### src/rtl/uart_pkg.sv
// Shared types and helpers for the UART receive path.
package uart_pkg;

    typedef enum logic [2:0] {IDLE, START, DATA, PARITY, STOP, BREAK} rx_state_t;

    localparam int DEFAULT_CLKS_PER_BIT = 868;

    // Bits needed to hold 0..value-1; never less than one.
    function automatic int clog2(input int value);
        int r;
        r = 0;
        for (int v = value - 1; v > 0; v = v >> 1)
            r = r + 1;
        return (r < 1) ? 1 : r;
    endfunction

endpackage

### src/rtl/sync2.sv
// Two-flop synchroniser for an asynchronous pin; reset value is a parameter.
module sync2 #(
    parameter logic RST_VAL = 1'b1
) (
    input  logic clk,
    input  logic rst,
    input  logic d,
    output logic q
);

    logic meta;

    always_ff @(posedge clk or negedge rst) begin
        if (!rst) begin
            meta <= RST_VAL;
            q    <= RST_VAL;
        end else begin
            meta <= d;
            q    <= meta;
        end
    end

endmodule

### src/rtl/uart_rx_byte.sv
// 8N1 UART receiver with a one-entry valid/ready holding register.
// Define UART_RX_PARITY_EN to add an even-parity bit and the parity_err pulse.
module uart_rx_byte
    import uart_pkg::*;
#(
    parameter int CLKS_PER_BIT = DEFAULT_CLKS_PER_BIT,
    parameter int DATA_BITS    = 8
) (
    input  logic                 clk,
    input  logic                 rst,
    input  logic                 rx,
    output logic [DATA_BITS-1:0] rx_data,
    output logic                 rx_valid,
    input  logic                 rx_ready,
    output logic                 frame_err,
`ifdef UART_RX_PARITY_EN
    output logic                 parity_err,
`endif
    output logic                 overrun
);

    localparam int CNT_W = clog2(CLKS_PER_BIT);
    localparam int BIT_W = clog2(DATA_BITS);
    localparam logic [CNT_W-1:0] CNT_LAST = CNT_W'(CLKS_PER_BIT - 1);
    localparam logic [CNT_W-1:0] CNT_MID  = CNT_W'(CLKS_PER_BIT / 2 - 1);
    localparam logic [BIT_W-1:0] BIT_LAST = BIT_W'(DATA_BITS - 1);

    rx_state_t            state;
    logic                 rxs;
    logic [CNT_W-1:0]     clk_cnt;
    logic [BIT_W-1:0]     bit_idx;
    logic [DATA_BITS-1:0] shift_reg;
`ifdef UART_RX_PARITY_EN
    logic                 par_ok;
`endif

    sync2 #(.RST_VAL(1'b1)) u_sync (
        .clk (clk),
        .rst (rst),
        .d   (rx),
        .q   (rxs)
    );

    always_ff @(posedge clk or negedge rst) begin
        if (!rst) begin
            state     <= IDLE;
            clk_cnt   <= '0;
            bit_idx   <= '0;
            shift_reg <= '0;
            rx_data   <= '0;
            rx_valid  <= 1'b0;
            frame_err <= 1'b0;
            overrun   <= 1'b0;
`ifdef UART_RX_PARITY_EN
            par_ok     <= 1'b0;
            parity_err <= 1'b0;
`endif
        end else begin
            frame_err <= 1'b0;
            overrun   <= 1'b0;
`ifdef UART_RX_PARITY_EN
            parity_err <= 1'b0;
`endif
            clk_cnt <= (clk_cnt == CNT_LAST) ? '0 : clk_cnt + 1'b1;
            // A commit below overrides this drain in the same cycle.
            if (rx_valid && rx_ready)
                rx_valid <= 1'b0;

            case (state)
                IDLE: begin
                    clk_cnt <= '0;
                    if (!rxs)
                        state <= START;
                end
                START: begin
                    if (clk_cnt == CNT_MID) begin
                        clk_cnt <= '0;
                        bit_idx <= '0;
                        state   <= rxs ? IDLE : DATA;
                    end
                end
                DATA: begin
                    if (clk_cnt == CNT_LAST) begin
                        shift_reg <= {rxs, shift_reg[DATA_BITS-1:1]};
                        bit_idx   <= bit_idx + 1'b1;
                        if (bit_idx == BIT_LAST)
`ifdef UART_RX_PARITY_EN
                            state <= PARITY;
`else
                            state <= STOP;
`endif
                    end
                end
`ifdef UART_RX_PARITY_EN
                PARITY: begin
                    if (clk_cnt == CNT_LAST) begin
                        par_ok <= (rxs == ^shift_reg);
                        state  <= STOP;
                    end
                end
`endif
                STOP: begin
                    if (clk_cnt == CNT_LAST) begin
                        if (rxs) begin
                            state <= IDLE;
`ifdef UART_RX_PARITY_EN
                            if (!par_ok)
                                parity_err <= 1'b1;
                            else
`endif
                            if (!rx_valid || rx_ready) begin
                                rx_data  <= shift_reg;
                                rx_valid <= 1'b1;
                            end else begin
                                overrun <= 1'b1;
                            end
                        end else begin
                            frame_err <= 1'b1;
                            state     <= BREAK;
                        end
                    end
                end
                BREAK: begin
                    clk_cnt <= '0;
                    if (rxs)
                        state <= IDLE;
                end
                default: state <= IDLE;
            endcase
        end
    end

endmodule
### config.mk
export PLATFORM = sky130hd
export DESIGN_NAME = uart_rx_byte
export DESIGN_NICKNAME = d
export VERILOG_FILES = /design/src/rtl/uart_pkg.sv /design/src/rtl/sync2.sv /design/src/rtl/uart_rx_byte.sv
export SDC_FILE = /design/constraint.sdc
export NUM_CORES = 1
export LEC_CHECK = 0
export BUFFER_PORTS_ARGS = -buffer_cell sky130_fd_sc_hd__buf_2
export CAP_MARGIN = 20
export CELL_PAD_IN_SITES_DETAIL_PLACEMENT = 1
export CELL_PAD_IN_SITES_GLOBAL_PLACEMENT = 1
export CORE_AREA = 3 3 86 88
export CTS_CLUSTER_DIAMETER = 120
export DETAILED_ROUTE_END_ITERATION = 8
export DIE_AREA = 0 0 89 91
export GPL_ROUTABILITY_DRIVEN = 0
export PLACE_DENSITY_LB_ADDON = 0.3
export SETUP_SLACK_MARGIN = 0.05
export SYNTH_ARGS = -nofsm -noshare
export SYNTH_HDL_FRONTEND = slang
export SYNTH_HIERARCHICAL = 1
export SYNTH_SLANG_ARGS = --single-unit
### constraint.sdc
create_clock -name clk -period 1.92 [get_ports clk]
set_input_delay 0.384 -clock clk [delete_from_list [all_inputs] [get_ports clk]]
set_output_delay 0.384 -clock clk [all_outputs]
set_load 0.02 [all_outputs]
==> out/summary.txt, run 1 <==
Die Ht: 91 microns
Critical Path AT: 1.91 ns
Final Max Tran Viols: 0
Final Core Density: 29.61%
Req. time, crit path: 2.08 ns
Crit. Startpoint: clk_cnt[0]
Total CTS buffers: 5
Maxcap violations: 0
#FFs+latches synth: 37
Mean Syn Cell Area: 12.20 sq um
Max FFs per register: 10
Highest Clock Rate: 570.1 MHz
CTS max path bufs: 2
Cells after synthesis: 135
Iteration-0 DRC Markers: 33
Area of the multi-input gates: 701.9 sq um
Vias in the first global route: 1188
Storage cell area: 929.6 sq um
WL/cell: 13.32 microns
Seq/Total Area, Yosys: 56.38%
Crit end category: register
Die area: 8099 sq um
Clock-pin slew on the worst setup and hold paths: 0.07 ns
Pre-antenna DRT Iters: 4
Crit path time final: 1.754 ns
Power Density: 671.1 nW/um^2
Worst vdd ir: 0.1943 mV
Reg2Reg Capture Point: rx_data[7]
Ys flop type: dfrtp_1
Min Hold Slack: 0.1380 ns
Setup slack after layout: 0.1659 ns
Vias: 1091
Most common cell after layout, fill and taps aside: dfrtp_1
Worst R2R Start: clk_cnt[0]
First-pass GRT wire length: 5.582 mm
Worst path max stage delay: 0.43 ns
GRT Util Overall: 8.763%
Final Setup Violations: 0
EDFF count, synth: 0
Placed inst area: 1857 sq um
CP Max Fanout: 8
Tcrit/Tclk final: 91.36%
FF-to-FF setup slack: 0.17 ns
CTS sink count: 37
Via-to-Cell Ratio: 4.490
Sum Neg Setup Slack: 0 ns
CORE AREA: 6719 sq um
Power after layout: 1.335 mW
Hold Fails Final Rpt: 0
YS warnings: 6
Maximum level of the CTS H-tree: 2
Die span in x: 89 microns
Commonest cells after routing, fill and taps aside: dfrtp_1 (34), mux2_2 (16), buf_2 (14)
Crit path cell chain: ha_4 -> and2_4 -> nand2_1 -> nor4b_4 -> buf_6 -> mux2_2
Clock Latency Late Sink: 0.28 ns
Worst slew pin tran: 0.4668 ns
Slew HR: 68.88%
Asr flop ratio synth: 100.0%
Remaining antenna violation count: 0
Placed cell count: 234
Grt ovf: 0
Detailed placement HPWL: 2.377 mm
Ant diodes: 0
WL final: 3.237 mm
Initial antenna violation count: 0
I/O pins: 15
Leakage Power: 0.9331 nW
Final nets: 171
Pre-CTS WS: 0.02151 ns
Post-Syn Area: 1647 sq um
Largest net degree at the start of global routing: 38
Rows: 30
Drc violations: 0
Fill count: 743
Synth unique cells: 36
Clock root buffer: clkbuf_8
Syn nets: 143
Run status: finished clean
Starting Density: 24.51%
Layout Cells excl Fill: 243
Slowest CP cell: dfrtp_1
IO buf count: 14
Worst Skew: 0.009380 ns
RSZ-0062 raised after global routing: yes
Area grow syn2layout: 20.82%
Share of layout cells above drive strength 1: 33.74%
Final Cell Area: 1989 sq um
Worst min-delay path category: input pin to async pin
CP startpoint kind: register
CP Class: register to register
CTS tree: yes
Reg2reg path depth: 6
## power breakdown
group	switching (mW)	internal, mW
clock	0.246	0.285
sequential	0.00269	0.783
combinational	0.0153	0.00385
## cells in the mapped netlist (all sizes together) (3+ instances only)
library cell / instances / share of area (%)
and3: 3 / 1.1
inv: 10 / 2.3
nand2: 4 / 0.91
xnor2: 6 / 3.2
ha: 4 / 3.0
dfrtp: 35 / 53
nor3b: 3 / 2.0
o21ai: 3 / 0.91
nand3: 5 / 1.5
mux2: 16 / 11
nor2: 13 / 3.0
## how the worst max path moves through the flow
stage                       endpoint  slack (ns)  cells past startpoint
after floorplan           rx_data[0]        0.12                      5
after global placement    rx_data[6]        0.12                      6
after detailed placement  rx_data[7]        0.02                      6
after CTS                 rx_data[7]        0.08                      6
after global routing      rx_data[4]        0.03                      6
final                     rx_data[7]        0.17                      6
## critical path, delay by kind of cell, from the launching register on
kind | cells | cell delay (ns)
AND/OR/NAND/NOR | 3 | 0.52
flip-flops | 1 | 0.43
multiplexers | 1 | 0.33
buffers and inverters | 1 | 0.18
adder cells (fa/ha/maj) | 1 | 0.17
## per-layer routing
metal  GRT usage [%]  routed length (microns)  vias up
met2           13.99                     1623       14
li1                -                        -      524
met3           2.450                       90        4
met1           10.99                     1479      549
met5               0                        0        -
met4           3.598                       44        0
## cell type report
| cell class | count | share of cell area, % |
|---|---|---|
| clock buffer | 7 | 4.340 |
| tap | 80 | 5.031 |
| sequential | 37 | 46.73 |
| timing repair buffer | 22 | 6.730 |
| multi-input combinational | 87 | 35.28 |
| inverter | 10 | 1.887 |
## cell families (layout without fill, tap and decap cells)
kind of cell	Yosys count	after routing	synth area share, %
fa+ha+maj	4	4	3.040
mux	18	18	12.16
compound gates	11	11	4.712
buf+inv	11	39	2.584
xor+xnor	8	8	4.255
simple gates	46	46	16.87
flops	37	37	56.38
## repair_timing
action                     CTS  global route
gates resized for setup      1             7
cloned                       0             0
hold buffers                 0             0
pin swaps                    0             1
buffers inserted             1             1
setup endpoints to repair    8             8
No activity file was read; power rests on OpenSTA's default activity.
==> inputs of run 2 (changes only) <==
CORE_AREA = 2 2 85 87   (was 3 3 86 88)
DIE_AREA = 0 0 87 89   (was 0 0 89 91)
==> out/summary.txt, run 2 (synthesis gave the netlist of run 1 again) <==
Maxcap violations: 0
Req. time, crit path: 2.10 ns
CORE AREA: 6719 sq um
Rows: 30
Final Cell Area: 2014 sq um
Ant diodes: 0
Leakage Power: 0.9557 nW
Largest net degree at the start of global routing: 38
Final Core Density: 29.98%
Max FFs per register: 10
WL final: 3.453 mm
Grt ovf: 0
Clock-pin slew on the worst setup and hold paths: 0.08 ns
Combinational Power Share: 1.3%
Final Max Tran Viols: 0
Die Ht: 89 microns
CP bufs+invs: 1
IO buf count: 14
Worst path max stage delay: 0.45 ns
CP startpoint kind: register
Run status: finished clean
# hold bufs at CTS: 0
Setup slack after layout: 0.1470 ns
Most common cell after layout, fill and taps aside: dfrtp_1
Via-to-Cell Ratio: 4.484
Vias: 1103
First-pass GRT wire length: 5.713 mm
Remaining antenna violation count: 0
Storage cell area: 928.4 sq um
CP Max Fanout: 8
FF-to-FF setup slack: 0.15 ns
RSZ-0062 raised after global routing: yes
CTS sink count: 37
I/O pins: 15
Slew HR: 68.59%
Int Pwr: 1.175 mW
Area grow syn2layout: 22.34%
Final Setup Violations: 0
Psw: 319.9 uW
WL/cell: 14.04 microns
Worst slew pin tran: 0.4711 ns
Tcrit/Tclk final: 92.34%
Crit path time final: 1.773 ns
Drc violations: 0
Worst min-delay path category: input pin to async pin
Power Density: 742.1 nW/um^2
CTS tree: yes
Crit path cell chain: nand4bb_1 -> nor4b_4 -> buf_6 -> mux2_2
Reg2Reg Capture Point: rx_data[4]
Clock root buffer: clkbuf_8
Commonest cells after routing, fill and taps aside: dfrtp_1 (35), mux2_2 (16), buf_2 (14)
Reg2reg path depth: 4
Share of layout cells above drive strength 1: 33.73%
GRT Util Overall: 9.793%
Placed inst area: 1864 sq um
Initial antenna violation count: 0
Power share of the sequential group: 52.5%
Die area: 7743 sq um
Detailed placement HPWL: 2.414 mm
Total CTS buffers: 5
Switch share: 21.40%
Pre-CTS WS: 0.06059 ns
Crit end category: register
Sum Neg Setup Slack: 0 ns
Power after layout: 1.495 mW
Starting Density: 24.51%
CTS max path bufs: 2
CP Class: register to register
Hold Fails Final Rpt: 0
Clock power share: 46.2%
Worst R2R Start: clk_cnt[2]
Area of the multi-input gates: 684.4 sq um
Slowest CP cell: dfrtp_1
Vias in the first global route: 1212
Worst Skew: 0.005242 ns
Worst vdd ir: 0.2958 mV
Critical Path AT: 1.95 ns
Final nets: 173
Fill count: 744
Die span in x: 87 microns
Iteration-0 DRC Markers: 35
Clock Latency Late Sink: 0.29 ns
Top Family by Delay on Critical Path: simple AND/OR/NAND/NOR gates
Maximum level of the CTS H-tree: 2
Pre-antenna DRT Iters: 3
Highest Clock Rate: 564.0 MHz
-- run 2: area by class of cell --
cell class / count / area share (%)
well taps: 80 / 4.969
flip-flops and latches: 37 / 46.09
clock buffers: 5 / 3.416
repair buffers: 24 / 7.391
clock inverters: 3 / 2.298
multi-input cells: 87 / 33.98
inverters: 10 / 1.863
-- run 2: power groups by stage --
stage	registers, mW	clock network, mW	logic (mW)
after floorplan	0.799	0	0.000399
after global placement	0.800	0	0.0202
after detailed placement	0.801	0	0.0211
after CTS	0.785	0.719	0.0213
after global routing	0.786	0.749	0.0230
final	0.785	0.691	0.0192
-- run 2: worst reg2reg max path, stage by stage, from the launching register on --
cell	delay [ns]
dfrtp_1	0.45
nand4bb_1	0.35
nor4b_4	0.35
buf_6	0.17
mux2_2	0.34
-- run 2: routing by layer --
layer | vias to the layer above | wire (microns) | global-route usage [%] | part of all wire, %
met1 | 552 | 1511 | 11.47 | 44
met2 | 13 | 1775 | 16.17 | 51
li1 | 531 | - | - | -
met5 | - | 0 | 0 | 0
met3 | 7 | 73 | 2.770 | 2.1
met4 | 0 | 92 | 5.540 | 2.7
-- run 2: how the worst max path moves through the flow --
stage	start	endpoint	slack, ns	depth (start not counted)
3_5_place_dp	clk_cnt[0]	rx_data[4]	0.06	6
3_3_place_gp	clk_cnt[0]	rx_data[5]	0.12	6
5_1_grt	clk_cnt[1]	bit_idx[2]	0.05	7
6_report	clk_cnt[2]	rx_data[4]	0.15	4
4_1_cts	clk_cnt[1]	rx_data[4]	0.08	6
2_1_floorplan	clk_cnt[0]	rx_data[0]	0.12	5
-- run 2: through the flow --
stage	instances	hold WS (ns)
6_report	246	0.1270
5_1_grt	246	0.1625
4_1_cts	244	0.1460
3_3_place_gp	235	0.3467
2_1_floorplan	135	0.08841
3_5_place_dp	235	0.3479
-- run 2: what timing repair did --
item / 4_1_cts / 5_1_grt
resized for setup: 0 / 4
buffers inserted: 1 / 2
endpoints found under the setup margin: 1 / 12
==> inputs of run 3 (changes only) <==
CORE_AREA = 2 2 61 120   (was 2 2 85 87)
DIE_AREA = 0 0 63 122   (was 0 0 87 89)
==> out/summary.txt, run 3 (synthesis gave the netlist of run 1 again) <==
Run status: finished clean
FF-to-FF setup slack: 0.17 ns
Worst Skew: 0.003785 ns
Reg2Reg Capture Point: rx_data[1]
IO buf count: 14
Req. time, crit path: 2.08 ns
Power Density: 840.8 nW/um^2
Remaining antenna violation count: 0
CTS max path bufs: 2
Share of layout cells above drive strength 1: 34.73%
Grt ovf: 0
CTS tree: yes
Placed inst area: 1892 sq um
Crit path cell chain: ha_1 -> and2_4 -> nand2_1 -> nor4b_4 -> buf_6 -> mux2_2
Total CTS buffers: 5
Leakage Power: 0.9880 nW
Worst R2R Start: clk_cnt[0]
CORE AREA: 6833 sq um
Min Hold Slack: 0.1416 ns
Rows: 43
Placed cell count: 247
CTS sink count: 37
GRT Util Overall: 9.440%
Maxcap violations: 0
Via-to-Cell Ratio: 4.300
Sum Neg Setup Slack: 0 ns
Pre-antenna DRT Iters: 4
Vias in the first global route: 1168
Detailed placement HPWL: 2.299 mm
CP Max Fanout: 8
CP startpoint kind: register
Most common cell after layout, fill and taps aside: dfrtp_1
Clock-pin slew on the worst setup and hold paths: 0.06 ns
Maximum level of the CTS H-tree: 2
Die span in x: 63 microns
Layout Cells excl Fill: 257
Worst min-delay path category: input pin to async pin
Drc violations: 0
First-pass GRT wire length: 5.706 mm
Final nets: 174
WL/cell: 12.61 microns
Die Ht: 122 microns
Slowest CP cell: dfrtp_2
WL final: 3.242 mm
Worst slew pin tran: 0.4682 ns
Final Setup Violations: 0
Clock root buffer: clkbuf_16
Vias: 1105
Power after layout: 1.758 mW
Largest net degree at the start of global routing: 38
Ant diodes: 0
Iteration-0 DRC Markers: 28
CP bufs+invs: 1
Crit end category: register
CP Class: register to register
Reg2reg path depth: 6
RSZ-0062 raised after global routing: no
Top Family by Delay on Critical Path: simple AND/OR/NAND/NOR gates
Die area: 7686 sq um
Starting Density: 24.10%
Crit path time final: 1.753 ns
Worst vdd ir: 0.6949 mV
Commonest cells after routing, fill and taps aside: dfrtp_1 (34), mux2_2 (16), buf_2 (14)
Area grow syn2layout: 26.98%
Final Max Tran Viols: 0
Tcrit/Tclk final: 91.28%
Hold Fails Final Rpt: 0
Worst path max stage delay: 0.40 ns
Highest Clock Rate: 570.6 MHz
I/O pins: 15
Slew HR: 68.79%
Max FFs per register: 10
Initial antenna violation count: 0
# hold bufs at CTS: 0
Clock Latency Late Sink: 0.28 ns
Critical Path AT: 1.92 ns
Final Cell Area: 2091 sq um
-- run 3: cell count changes in the layout (fill, tap and decap cells not counted) --
cell,delta
nor3b_2,+1
dfrtp_1,-1
clkbuf_8,-4
clkinv_4,-1
clkbuf_16,+5
buf_4,+1
dfrtp_2,+1
nor3b_4,-1
-- run 3: layer usage --
metal / global-route usage [%] / vias to the layer above / wire (microns)
met3: 2.585 / 4 / 85
met1: 12.18 / 554 / 1446
met5: 0 / - / 0
li1: - / 532 / -
met4: 2.917 / 0 / 29
met2: 15.29 / 15 / 1680
-- run 3: power breakdown --
part           internal, mW  switching (mW)
Clock                 0.647           0.306
Sequential            0.784         0.00219
Combinational       0.00384          0.0151
-- run 3: worst register-to-register path, stage by stage, from the launching register on --
cell     delay, ns
dfrtp_2       0.40
ha_1          0.20
and2_4        0.17
nand2_1       0.08
nor4b_4       0.27
buf_6         0.18
mux2_2        0.34
-- run 3: area by class of cell --
type | count | area (sq um)
inverters | 10 | 37.54
clock buffers | 6 | 138.9
repair buffers | 25 | 156.4
fillers | 785 | 4742
well taps | 90 | 112.6
multi-input cells | 87 | 678.2
flip-flops and latches | 37 | 929.6
clock inverters | 2 | 37.54
-- run 3: worst max path at each step --
stage / slack [ns] / cells past startpoint / startpoint / to
4_1_cts: 0.07 / 6 / clk_cnt[0] / rx_data[1]
6_report: 0.17 / 6 / clk_cnt[0] / rx_data[1]
3_5_place_dp: 0.06 / 6 / clk_cnt[0] / rx_data[1]
3_3_place_gp: 0.11 / 6 / clk_cnt[0] / rx_data[0]
2_1_floorplan: 0.12 / 5 / clk_cnt[0] / rx_data[0]
5_1_grt: 0.06 / 6 / clk_cnt[0] / rx_data[1]
-- run 3: per-stage QoR --
| stage | util (%) | setup WS [ns] |
|---|---|---|
| 2_1_floorplan | - | 0.1179 |
| 3_3_place_gp | 27.69 | 0.1121 |
| 3_5_place_dp | 27.69 | 0.05847 |
| 4_1_cts | 30.32 | 0.07062 |
| 5_1_grt | 30.60 | 0.05737 |
| 6_report | 30.60 | 0.1674 |
-- run 3: repair_timing --
action,4_1_cts,5_1_grt
pin swaps,0,0
gates resized for setup,1,3
setup endpoints to repair,1,14
setup buffers,0,2
